**config.mk**
```make
export PLATFORM = sky130hd
export DESIGN_NAME = register_with_freeze_and_flush
export DESIGN_NICKNAME = d
export VERILOG_FILES = /design/src/rtl/register_with_freeze_and_flush_pkg.sv /design/src/rtl/register_with_freeze_and_flush.sv
export SDC_FILE = /design/constraint.sdc
export NUM_CORES = 1
export LEC_CHECK = 0
export CORE_MARGIN = 4
export CORE_UTILIZATION = 40
export DETAILED_ROUTE_END_ITERATION = 8
export DONT_BUFFER_PORTS = 1
export GPL_ROUTABILITY_DRIVEN = 0
export SLEW_MARGIN = 20
export SYNTH_ARGS = -nofsm -noshare
export SYNTH_HDL_FRONTEND = slang
export SYNTH_SLANG_ARGS = --single-unit
```
**constraint.sdc**
```tcl
create_clock -name clk -period 1.6 [get_ports clk]
set_input_delay 0 -clock clk [delete_from_list [all_inputs] [get_ports clk]]
set_output_delay 0 -clock clk [all_outputs]
set_load 0.02 [all_outputs]
```
**src/rtl/register_with_freeze_and_flush_pkg.sv**
```systemverilog
// register_with_freeze_and_flush_pkg: shared pipeline stage widths and bubble encoding
package register_with_freeze_and_flush_pkg;

   // ID stage register fields, concatenated MSB-first by the stage wrapper
   localparam int ID_PC_W    = 32;
   localparam int ID_INSTR_W = 32;
   localparam int ID_RS1D_W  = 32;
   localparam int ID_RS2D_W  = 32;
   localparam int ID_IMM_W   = 32;
   localparam int ID_RD_W    = 5;
   localparam int ID_RS1_W   = 5;
   localparam int ID_RS2_W   = 5;
   localparam int ID_CTRL_W  = 14;

   localparam int ID_STAGE_W = ID_PC_W + ID_INSTR_W + ID_RS1D_W + ID_RS2D_W + ID_IMM_W
                             + ID_RD_W + ID_RS1_W + ID_RS2_W + ID_CTRL_W;

   // A bubble is all zeros: no writeback, no memory access
   localparam logic BUBBLE_BIT = 1'b0;

endpackage

```
**src/rtl/register_with_freeze_and_flush.sv**
```systemverilog
// register_with_freeze_and_flush: pipeline stage register with stall (freeze) and bubble insertion (flush)
module register_with_freeze_and_flush
   import register_with_freeze_and_flush_pkg::*;
#(
   parameter int               WIDTH       = 32,
   parameter logic [WIDTH-1:0] RESET_VALUE = '0,
   parameter logic [WIDTH-1:0] FLUSH_VALUE = {WIDTH{BUBBLE_BIT}}
) (
   input  logic             clk,
   input  logic             rst,
   input  logic             freeze,
   input  logic             flush,
   input  logic [WIDTH-1:0] in,
   output logic [WIDTH-1:0] out
);

   if (WIDTH < 1) begin : g_width_check
      $error("register_with_freeze_and_flush: WIDTH must be >= 1");
   end

   logic [WIDTH-1:0] out_d, out_q;

   // Flush beats freeze so a stalled stage can still be turned into a bubble
   always_comb out_d = flush ? FLUSH_VALUE : freeze ? out_q : in;

   // Storage flops; reset is asynchronous and overrides everything
   always_ff @(posedge clk or posedge rst)
      if (rst) out_q <= RESET_VALUE;
      else     out_q <= out_d;

   assign out = out_q;

endmodule

```
======== Yosys cells after proc, flatten, opt, wreduce, memory -nomap -nowiden ========
Cells that the tools add are included.
operators by class
  add/sub/neg operators ................... 0
  $mul .................................... 0
  div/mod/pow operators ................... 0
  magnitude comparators ................... 0
  equality and inequality tests ........... 1
  shifts and indexed selects .............. 0
  muxes and demuxes ....................... 2
  bitwise operators ....................... 0
  reductions and logical operators ........ 0
operators by type and width
  kind                                                                      number
  32-bit two-way mux                                                        2
  2-bit by 1-bit inequality test with 1-bit output (second input constant)  1
storage, ports and cells
  register bits after elaboration ......... 32
  latch bits .............................. 0
  memory bits (writable) .................. 0
  bits in read-only memories .............. 0
  input port bits ......................... 36
  output and inout port bits .............. 32
  logic and storage cells ................. 4
  memories ................................ 0

======== Depth between registers and ports, before layout ========
  depth in word-level cells ............... 2
  gate-level depth with buffers ........... 4
  depth with buffers taken out ............ 2

======== Worst setup path after synthesis ========
OpenSTA, ideal clock, no wires.
  path type ............................... flip-flop to flip-flop
  from .................................... reg out[0] (netlist name)
  to ...................................... reg out_q[0] (netlist: out[0])
  arrival ................................. 620 ps
  required time ........................... 1,468 ps
  setup slack ............................. 848 ps
  stages on the path, launching flop included .. 3
  buffers on the path ..................... 0
  period minus slack after synthesis ...... 752 ps
  cell sequence ........................... dfrtp_1 > mux2i_1 > nor2_1
RTL lines
  item                  RTL line                              text
  end signal, assigned  register_with_freeze_and_flush.sv:29  else out_q <= out_d;
  end, declared         register_with_freeze_and_flush.sv:21  logic [WIDTH-1:0] out_d, out_q;

==> flow_summary.toml <==
[run_status]
status = "finished, final reports clean"

[worst_setup_path]
worst-path-buf-inv = 1
path_cells = "mux2i_1, dlygate4sd3_1, nor2_1"
start_kind = "flop"
max_stage_delay_ps = 600
worstSetupEndpointType = "flop"
crit_path_top_delay_cell = "dlygate4sd3_1"
critPathTopFamily = "buffers and inverters"
crit_start = "out[23]$_DFFE_PP0P_"
path_max_fanout = 2
worstSetupPathType = "reg2reg"
crit_arrival_ps = 1620
worstPathRequired_ps = 1790
r2r-start = "out[23]$_DFFE_PP0P_"

[placement]
io_buffers = 0
placed_cell_area_um2 = 1310
dp.cells = 142
pre_cts_ws_ps = 781
dp_hpwl_mm = 1.67

[clock_network]
cts_setup_buffers = 0
clock-sinks = 32
root_buffer = "clkbuf_4"
worstSkewPairLatency_ps = 320
ctsHtreeMaxLevel = 2
cts_tree = "done"
numCtsBuffers = 5
cts.clk_slew.worst_paths_ps = 90
clockBufferDepth = 2

[synth]
syn_area_um2 = 1330
syn_area_per_cell_um2 = 12.8
synth_nets = 140
synth_seq_cells = 32
yosys_warnings = 0
synth_cells = 104
ys_seq_area_share_pct = 60.3
ys_types = 7

[cells_and_area]
multi_input_area_um2 = 440
largest_register_ffs = 32
fillers = 230
stdcell_count = 216
post-route-util_pct = 65.2
layout_common_cells = "dlygate4sd3_1 (65), mux2i_1 (32), nor2_1 (32), dfrtp_1 (32), clkbuf_4 (5)"
fin_nets = 207
regArea_um2 = 801
stdcell_area_um2 = 2020
diodes = 0
syn2layout_area_growth_pct = 52.3
layout-drive-gt1-share_pct = 4.65
final_common_cell = "dlygate4sd3_1"

[global_route]
grt_use_total_pct = 17.8
grt_overflow = 0
grt_pass1_vias = 1176
grt_pass1_wl_mm = 5.53
antenna_found_initial = 0
grt_max_degree = 33

[flow_run]
drv_cap = 0

[timing]
final_max_slew_viol_count = 0
tightestPinTransition_ps = 575
final-hold-violation-count = 0
fin_ws_ps = 166
max_clock_freq_mhz = 697
hold_ws_ps = 162
tns_ps = 0
final.setup_skew_ps = 0
rsz0062_at_grt = "false"
post-route-period-util_pct = 89.7
setup_violations = 0
layout_min_cycle_time_ps = 1430
relSlewSlack_pct = 61.7

[drt]
drt_first_pass_iters = 2
highest_layer = "met4"
wl_met3_um = 362
num_vias = 1038
drt-initial-drc-count = 30
drcViolationCount = 0
wl_met2_mm = 1.76
postRouteAntennaNets = 0
wl_mm = 3.40
vias_per_cell = 4.81
wl_met1_mm = 1.24
drt-wirelength-per-cell_um = 15.7

[pwr]
clkPwrFrac_pct = 27.5
power_density_nw_per_um2 = 829
p_leak_nw = 0.961
p_seq_share_pct = 56.4
ir_drop_mv = 0.485
swShare_pct = 25.4
total_power_mw = 1.68
p_sw_mw = 0.426
combinationalPowerShare_pct = 16.1
p_int_mw = 1.25

[min_path]
holdCritPathClass = "in2reg"
hold_path.startpoint = "flush"

[floorplan]
core_region_area_um2 = 3100
ios = 68
fp-row-count = 20
start_util_pct = 42.8
fp.dieH_um = 65.6
die-area_um2 = 4300
die_w_um = 65.6
==> cells by family (layout without fill, tap and decap cells) <==
group	Yosys count	in the layout	synth area share, %
DFF	32	32	60.3
buffers and inverters	8	76	6.50
muxes	32	32	24.1
and+or+nand+nor	32	32	9.05
==> cell usage after synthesis <==
| cell type | count | area (µm²) |
|---|---|---|
| mux2i_1 | 32 | 320 |
| clkbuf_1 | 3 | 11.3 |
| buf_6 | 1 | 11.3 |
| buf_12 | 3 | 60.1 |
| dfrtp_1 | 32 | 801 |
| nor2_1 | 32 | 120 |
| inv_1 | 1 | 3.75 |
==> path summary, 6_finish.rpt <==
kind | slack (ps) | cells after the start | to
worst max-delay path | 170 | 3 | out[23]$_DFFE_PP0P_
worst min-delay path | 160 | 2 | out[15]$_DFFE_PP0P_
worst max register to register | 170 | 3 | out[23]$_DFFE_PP0P_
worst min register to register | 1230 | 3 | out[10]$_DFFE_PP0P_
max in group asynchronous | 1110 | 3 | out[24]$_DFFE_PP0P_
min in group asynchronous | 210 | 3 | out[19]$_DFFE_PP0P_
==> metal layers <==
metal,vias up,track usage [%]
met5,-,0
met4,0,6.22
met3,4,9.57
met2,54,31.0
met1,506,17.9
li1,474,-
==> final cells by class <==
cell class | count | area share [%]
Sequential cell | 32 | 39.6
Timing Repair Buffer | 67 | 32.8
Multi-Input combinational cell | 64 | 21.8
Clock buffer | 8 | 2.91
Tap cell | 44 | 2.72
Inverter | 1 | 0.186
==> repair_timing <==
action | in CTS | in global routing
endpoints found under the hold margin | 64 | 0
hold buffers | 66 | 0
resized for setup | 0 | 0
==> power by group through the flow <==
stage          clock, mW  combinational, mW  sequential, mW
2_1_floorplan          0              0.123           0.949
3_3_place_gp           0             0.0894           0.959
3_5_place_dp           0             0.0962           0.959
4_1_cts            0.484              0.262           0.944
5_1_grt            0.536              0.297           0.952
6_report           0.462              0.270           0.945
Power figures use the tool's default switching activity.
